--- src/rtl/insn_commit_tracker.sv ---
// Debug shadow pipeline for the 5-stage core: carries PC/ctrl/mispredict to WB and emits one retire pulse per instruction.
// Optional retire and mispredict counters are enabled by defining COMMIT_TRACKER_CNT_EN.
module insn_commit_tracker #(
  parameter int unsigned PC_W = 32
) (
  input  logic            i_clk,
  input  logic            i_reset,
  input  logic [PC_W-1:0] i_if_pc,
  input  logic            i_if_vld,
  input  logic            i_id_ctrl,
  input  logic            i_ex_mispred,
  input  logic            i_stall,
  input  logic            i_flush,
  input  logic            i_hold,
  output logic            o_insn_vld,
  output logic [PC_W-1:0] o_pc_debug,
  output logic            o_ctrl,
  output logic            o_mispred
`ifdef COMMIT_TRACKER_CNT_EN
  ,
  output logic [31:0]     o_retire_cnt,
  output logic [31:0]     o_mispred_cnt
`endif
);

  typedef struct packed {
    logic            vld;
    logic [PC_W-1:0] pc;
  } ifid_t;

  typedef struct packed {
    logic            vld;
    logic [PC_W-1:0] pc;
    logic            ctrl;
  } idex_t;

  typedef struct packed {
    logic            vld;
    logic [PC_W-1:0] pc;
    logic            ctrl;
    logic            mis;
  } exmem_t;

  typedef struct packed {
    logic            vld;
    logic [PC_W-1:0] pc;
    logic            ctrl;
    logic            mis;
    logic            rep;
  } memwb_t;

  ifid_t  ifid_q,  ifid_d;
  idex_t  idex_q,  idex_d;
  exmem_t exmem_q, exmem_d;
  memwb_t memwb_q, memwb_d;

  // Stage registers
  always_ff @(posedge i_clk or negedge i_reset) begin
    if (!i_reset) begin
      ifid_q  <= '0;
      idex_q  <= '0;
      exmem_q <= '0;
      memwb_q <= '0;
    end else begin
      ifid_q  <= ifid_d;
      idex_q  <= idex_d;
      exmem_q <= exmem_d;
      memwb_q <= memwb_d;
    end
  end

  // Next-state: hold > flush > stall > advance; rep marks an entry already reported while frozen
  always_comb begin
    ifid_d  = ifid_q;
    idex_d  = idex_q;
    exmem_d = exmem_q;
    memwb_d = memwb_q;
    if (i_hold) begin
      memwb_d.rep = memwb_q.rep | memwb_q.vld;
    end else begin
      exmem_d.vld  = idex_q.vld;
      exmem_d.pc   = idex_q.pc;
      exmem_d.ctrl = idex_q.ctrl;
      exmem_d.mis  = i_ex_mispred & idex_q.vld & idex_q.ctrl;
      memwb_d.vld  = exmem_q.vld;
      memwb_d.pc   = exmem_q.pc;
      memwb_d.ctrl = exmem_q.ctrl;
      memwb_d.mis  = exmem_q.mis;
      memwb_d.rep  = 1'b0;
      if (i_flush) begin
        ifid_d.vld  = 1'b0;
        ifid_d.pc   = i_if_pc;
        idex_d.vld  = 1'b0;
        idex_d.pc   = ifid_q.pc;
        idex_d.ctrl = 1'b0;
      end else if (i_stall) begin
        idex_d.vld  = 1'b0;
        idex_d.pc   = ifid_q.pc;
        idex_d.ctrl = 1'b0;
      end else begin
        ifid_d.vld  = i_if_vld;
        ifid_d.pc   = i_if_pc;
        idex_d.vld  = ifid_q.vld;
        idex_d.pc   = ifid_q.pc;
        idex_d.ctrl = i_id_ctrl & ifid_q.vld;
      end
    end
  end

  // Outputs depend only on MEM/WB state
  always_comb begin
    o_insn_vld = memwb_q.vld & ~memwb_q.rep;
    o_pc_debug = memwb_q.pc;
    o_ctrl     = o_insn_vld & memwb_q.ctrl;
    o_mispred  = o_insn_vld & memwb_q.mis;
  end

`ifdef COMMIT_TRACKER_CNT_EN
  localparam int unsigned CNT_W = 32;

  // Free-running event counters, wrap naturally
  always_ff @(posedge i_clk or negedge i_reset) begin
    if (!i_reset) begin
      o_retire_cnt  <= '0;
      o_mispred_cnt <= '0;
    end else begin
      if (o_insn_vld) o_retire_cnt  <= o_retire_cnt + CNT_W'(1);
      if (o_mispred)  o_mispred_cnt <= o_mispred_cnt + CNT_W'(1);
    end
  end
`endif

endmodule

--- config.mk ---
export PLATFORM = sky130hd
export DESIGN_NAME = insn_commit_tracker
export DESIGN_NICKNAME = d
export VERILOG_FILES = /design/src/rtl/insn_commit_tracker.sv
export SDC_FILE = /design/constraint.sdc
export NUM_CORES = 1
export LEC_CHECK = 0
export CAP_MARGIN = 20
export CORE_ASPECT_RATIO = 1.25
export CORE_UTILIZATION = 65
export DETAILED_ROUTE_END_ITERATION = 8
export DONT_BUFFER_PORTS = 1
export GPL_TIMING_DRIVEN = 0
export PLACE_DENSITY = 0.9
export SYNTH_ARGS = -nofsm -noshare
export SYNTH_HDL_FRONTEND = slang
export SYNTH_SLANG_ARGS = --single-unit
--- constraint.sdc ---
create_clock -name i_clk -period 2.1 [get_ports i_clk]
set_input_delay 0.315 -clock i_clk [delete_from_list [all_inputs] [get_ports i_clk]]
set_output_delay 0.315 -clock i_clk [all_outputs]
set_load 0.05 [all_outputs]
==> results of run 1 <==
## stage by stage
step	cell area, sq um	util (%)	setup WS (ps)
floorplan	5470	-	142
global placement	5590	68.3	78.1
detailed placement	5590	68.3	57.3
CTS	6510	79.5	4.17
global route	6520	79.5	90.2
finish	6520	79.5	145
## cell usage in the layout (no fill, tap or decap)
master and n:
dfrtp_1 138, mux2_2 131, dlygate4sd3_1 36, buf_4 32, clkbuf_16 16, buf_6 14, nand2_1 5, o21ai_0 4
clkinv_2 4, clkbuf_1 4, clkbuf_8 3, and2_2 2, nand3_1 2, mux2_4 2, clkinvlp_4 2, bufinv_16 2
nor2b_4 1, o21a_1 1, inv_1 1, a21oi_4 1, buf_2 1, nor3b_1 1, a21oi_1 1, nor2_1 1
## power breakdown
| group | internal, mW | switching, mW |
|---|---|---|
| sequential | 3.18 | 0.260 |
| clock | 1.73 | 1.02 |
| combinational | 0.703 | 0.902 |
| total | 5.61 | 2.18 |
## state kept, by name (all words and copies together), names as in the netlist
register and flops:
ifid_q 33, o_pc_debug 32, idex_q 34, memwb_q 4, exmem_q 35
## layout make-up
class	instances	area, sq um
Sequential cell	138	3450
Fill cell	438	1680
Multi-Input combinational cell	152	1620
Clock buffer	23	457
Buffer	47	403
Timing Repair Buffer	36	360
Tap cell	97	121
Clock inverter	8	95.1
Inverter	1	3.75
## kinds of logic (layout without fill, tap and decap cells)
logic type	Yosys count	in the layout	synth area share, %
and+or+nand+nor	12	12	1.07
DFF	138	138	63.1
buffers and inverters	48	115	7.43
muxes	133	133	27.5
AOI/OAI and AO/OA	7	7	0.892
## worst paths after layout
check / endpoint / startpoint / cells after the start / slack [ps]
min in group i_clk: ifid_q[16] / i_hold / 2 / 80
max in group asynchronous: memwb_q[1] / i_reset / 0 / 2460
setup reg to reg: ifid_q[32] / ifid_q[32] / 2 / 1220
hold reg to reg: idex_q[6] / idex_q[6] / 1 / 500
hold / removal: idex_q[23] / i_reset / 0 / -510
setup / recovery: o_ctrl / memwb_q[35] / 2 / 140
## layer usage
layer	GRT usage [%]	routed length (um)	vias up
met5	0	0	-
li1	-	-	1248
met2	37.5	4660	61
met4	10.1	183	0
met1	27.2	3620	1443
met3	7.98	408	16
## what timing repair did
| action | in CTS | in global routing |
|---|---|---|
| gates resized for setup | 2 | 2 |
| gates cloned | 0 | 0 |
| setup endpoints to repair | 2 | 2 |
| hold endpoints to repair | 174 | 138 |
| pin swaps | 0 | 0 |
| buffers inserted | 0 | 0 |
==> metrics.yaml, run 1 <==
placed_design:
  gp_congestion: 0.732
  dp_hpwl_um: 5270
  portBuffers: 0
  numPlacedInstances: 435
yosys:
  synth_common_cells: "dfrtp_1, mux2_2, buf_4, buf_6, nand2_1"
  yosysMostFrequentCell: "dfrtp_1"
  synthCells: 338
  synthTopCellsByArea: "dfrtp_1, mux2_2, buf_4"
  yosysWarnings: 0
  synth_ff_type: "dfrtp_1"
  synth.ff_latch_count: 138
  yosys.area.top_type_share_pct: 63.1
  post_synth.cell_area_avg_sq_um: 16.2
  syn_area_sq_um: 5470
  synth_top_cell_by_area: "dfrtp_1"
  ys_types: 17
  synth-seq-area-share_pct: 63.1
  syn_nets: 378
  async_flop_share_pct: 100
  synth-edff-count: 0
power:
  total_power_mw: 7.80
  power_density_nw_per_um2: 1200
  leakagePower_nw: 2.89
  vdd_drop_max_v: 0.000678
sta:
  final.setup.tns_ps: 0
  hold_violations: 138
  tightestPinTransition_ps: 356
  skew_ps: 4.66
  finalSetupViolCount: 0
  fin_crit_sh_pct: 93.1
  holdWs_ps: -512
  fin_crit_ps: 1960
  maxSlewHeadroom_pct: 76.2
  rsz0062_at_grt: "no"
  final_max_slew_viol_count: 0
  max_freq_ghz: 0.511
clocking:
  htreeDepth: 4
  clockRootBuffer: "clkbuf_8"
  cts_tree: "built"
  cts_buffer_depth: 2
  clk_latency_ps: 520
  cts.sinks: 138
  cts_buffers: 17
  hold_buffers: 36
  clk_pin_slew_worst_paths_ps: 60
critical_path:
  crit_fanout: 3
  crit_path_top_delay_cell: "and2_2"
  crit_arrival_ps: 1640
  cp_top_family: "simple AND/OR/NAND/NOR gates"
  required_ps: 1780
  cpPeakStageDelay_ps: 380
  start_kind: "flip-flop"
  setup.worst_path.class: "flip-flop to output pin"
  path_cells: "nor2b_4, and2_2"
  path_buf_inv: 0
  endpoint_kind: "output pin"
global_route:
  grt_start_max_net_pins: 139
  grt-ovfl-total: 0
  grt_pass1_vias: 3018
  grt_pass1_wl_um: 14700
  track_usage_pct: 22.8
  antenna_found_initial: 0
die:
  coreArea_sq_um: 8190
  fp-row-count: 37
  fp.dieH_um: 105
  start_util_pct: 66.8
  die_w_um: 84.1
  pin_count: 75
  die_area_sq_um: 8790
finish:
  area_delta_synth_final_pct: 19.1
  nets: 433
  instances_no_fill: 502
  layout-drive-gt1-share_pct: 52.1
  diodes: 0
route:
  avgViaCountPerCell: 5.51
  drtPass1Iterations: 6
  final_antenna_net_count: 0
  wl_per_cell_um: 17.7
  drt_iter0_markers: 148
  drc: 8
  wl_um: 8870
  vias: 2768
run:
  maxCapViolCount: 0
worst_hold_path:
  hold_path_class: "input port to async pin"
run_status:
  outcome: "finished, violations left"
  violations: "design-rule violations, negative hold slack"
Power figures use the tool's default switching activity.
==> inputs of run 2 (changes only) <==
PLACE_DENSITY = 0.81   (was 0.9)
==> run 2 against run 1 <==
  * The run still ends with design-rule violations, negative hold slack left
  * Sequential cell count unchanged
  * Clock-buffer cell count decreased by 1
  * Utilization decreased by 0.27 points
  * Clock skew increased by 0.64 ps
  * Routed wire length decreased by 3.1%
  * Via count decreased by 0.47%
  * Combinational power about the same
  * Critical path type unchanged
==> metrics.yaml, run 2 (synthesized netlist as in run 1, its figures left out) <==
run_status:
  outcome: "finished, violations left"
  violations: "design-rule violations, negative hold slack"
placed_design:
  portBuffers: 0  # unchanged
  gp_congestion: 0.672  # -8.2%
  post-place-ws_ps: 72.5  # +15.1 ps
  dp_hpwl_um: 5050  # -4.2%
critical_path:
  reg2reg_slack_ps: 780  # -440 ps
  crit_fanout: 3  # unchanged
  endpoint_kind: "output pin"
  required_ps: 1780  # about the same
  cpPeakStageDelay_ps: 410  # +30 ps
  crit_arrival_ps: 1630  # about the same
  path_cells: "nor2b_4, and2_2"
  crit_path_top_delay_cell: "dfrtp_1"
  path_buf_inv: 0  # unchanged
  start_kind: "flip-flop"
  setup.worst_path.class: "flip-flop to output pin"
  cp_top_family: "simple AND/OR/NAND/NOR gates"
global_route:
  grt_pass1_vias: 2888  # -4.3%
  grt-ovfl-total: 0  # unchanged
  antenna_found_initial: 0  # unchanged
  grt_pass1_wl_um: 14200  # -3.8%
  grt_start_max_net_pins: 139  # unchanged
  track_usage_pct: 21.7  # -1.1 points
clocking:
  clockRootBuffer: "clkbuf_8"
  cts_tree: "built"
  hold_buffers: 38  # +5.6%
  clk_pin_slew_worst_paths_ps: 60  # about the same
  clk_latency_ps: 510  # about the same
  cts_buffer_depth: 2  # unchanged
  cts.sinks: 138  # unchanged
  cts_buffers: 17  # unchanged
  htreeDepth: 4  # unchanged
finish:
  nets: 435  # +0.46%
  largest_reg_flops: 35  # unchanged
  reg_top3: "exmem_q: 35 flops, idex_q: 34 flops, ifid_q: 33 flops"
  area_delta_synth_final_pct: 18.7
  layout-drive-gt1-share_pct: 51.6  # -0.50 points
  diodes: 0  # unchanged
  layout_commonest_cell: "dfrtp_1"
  layout_common_cells: "dfrtp_1, mux2_2, dlygate4sd3_1, buf_4, clkbuf_16"
  largest-register: "exmem_q"
route:
  wl_per_cell_um: 17.0  # -3.5%
  top_layer_used: "met4"
  final_antenna_net_count: 0  # unchanged
  routed-wl-met3_um: 373  # -8.6%
  vias: 2755  # -0.47%
  drt_iter0_markers: 130  # -12%
  drtPass1Iterations: 6  # unchanged
  wl_um: 8590  # -3.1%
  avgViaCountPerCell: 5.47  # -0.86%
  drc: 14  # +6
  wl_met1_um: 3600  # -0.41%
  met2WireLength_um: 4500  # -3.4%
sta:
  max_freq_ghz: 0.513  # +0.35%
  rsz0062_at_grt: "no"
  tightestPinTransition_ps: 353  # -2.17 ps
  final.setup.tns_ps: 0  # unchanged
  fin_ws_ps: 151  # +6.90 ps
  maxSlewHeadroom_pct: 76.4  # +0.14 points
  hold_violations: 138  # unchanged
  finalSetupViolCount: 0  # unchanged
  fin_crit_ps: 1950  # -6.90 ps
  fin_crit_sh_pct: 92.8  # -0.33 points
  holdWs_ps: -508  # +3.84 ps
  final_max_slew_viol_count: 0  # unchanged
  skew_ps: 5.30  # +0.639 ps
die:
  coreArea_sq_um: 8190  # unchanged
  die_area_sq_um: 8790  # unchanged
  pin_count: 75  # unchanged
  fp-row-count: 37  # unchanged
  start_util_pct: 66.8  # unchanged
  fp.dieH_um: 105  # unchanged
  die_w_um: 84.1  # unchanged
power:
  power_density_nw_per_um2: 1170  # -2.2%
  leakagePower_nw: 2.88  # -0.28%
  vdd_drop_max_v: 0.000690  # +1.7%
worst_hold_path:
  hold_path_class: "input port to async pin"
run:
  maxCapViolCount: 0  # unchanged
run 2: cell count changes in the layout (fill, tap and decap cells not counted), sizes merged:
cell         delta
clkinv          +3
clkinvlp        -1
bufinv          -1
dlygate4sd3     +2
clkbuf          -1
run 2: layout make-up:
type                    instances  area, sq um
repair buffers                 38          380
plain buffers                  47          403
fillers                       469         1700
clock buffers                  22          433
multi-input cells             152         1620
inverters                       1         3.75
flip-flops and latches        138         3450
clock inverters                 9         76.3
well taps                      97          121
run 2: power by group:
group	total [mW]	switching [mW]	internal [mW]
combinational	1.61	0.900	0.706
clock	2.57	1.02	1.55
sequential	3.43	0.252	3.17
total	7.60	2.17	5.43
run 2: timing repair:
action,in CTS,in global routing
pin swaps,0,0
endpoints found under the hold margin,174,138
buffers inserted,0,0
resized for setup,3,1
setup endpoints to repair,2,1
run 2: path summary, 6_finish.rpt:
| kind | end | cells past startpoint | start |
|---|---|---|---|
| setup reg to reg | ifid_q[32] | 3 | ifid_q[32] |
| hold reg to reg | exmem_q[16] | 1 | exmem_q[16] |
| max in group asynchronous | exmem_q[20] | 0 | i_reset |
| setup / recovery | o_ctrl | 2 | memwb_q[0] |
| min in group i_clk | ifid_q[17] | 2 | i_hold |
| hold / removal | idex_q[22] | 0 | i_reset |
run 2: metal layers:
layer | vias to the layer above | GRT usage, %
met4 | 0 | 7.64
li1 | 1257 | -
met3 | 12 | 7.90
met2 | 66 | 36.6
met1 | 1420 | 25.8
met5 | - | 0
run 2: stage by stage:
step	std cells	power (mW)	instance area (sq um)	utilization, %	hold WS [ps]
after detailed placement	435	5.02	5590	68.3	22.6
after floorplan	338	4.83	5470	-	19.4
final	504	7.60	6490	79.2	-508
after CTS	504	7.66	6490	79.2	-526
after global placement	435	4.96	5590	68.3	22.6
after global routing	504	7.90	6490	79.2	-538
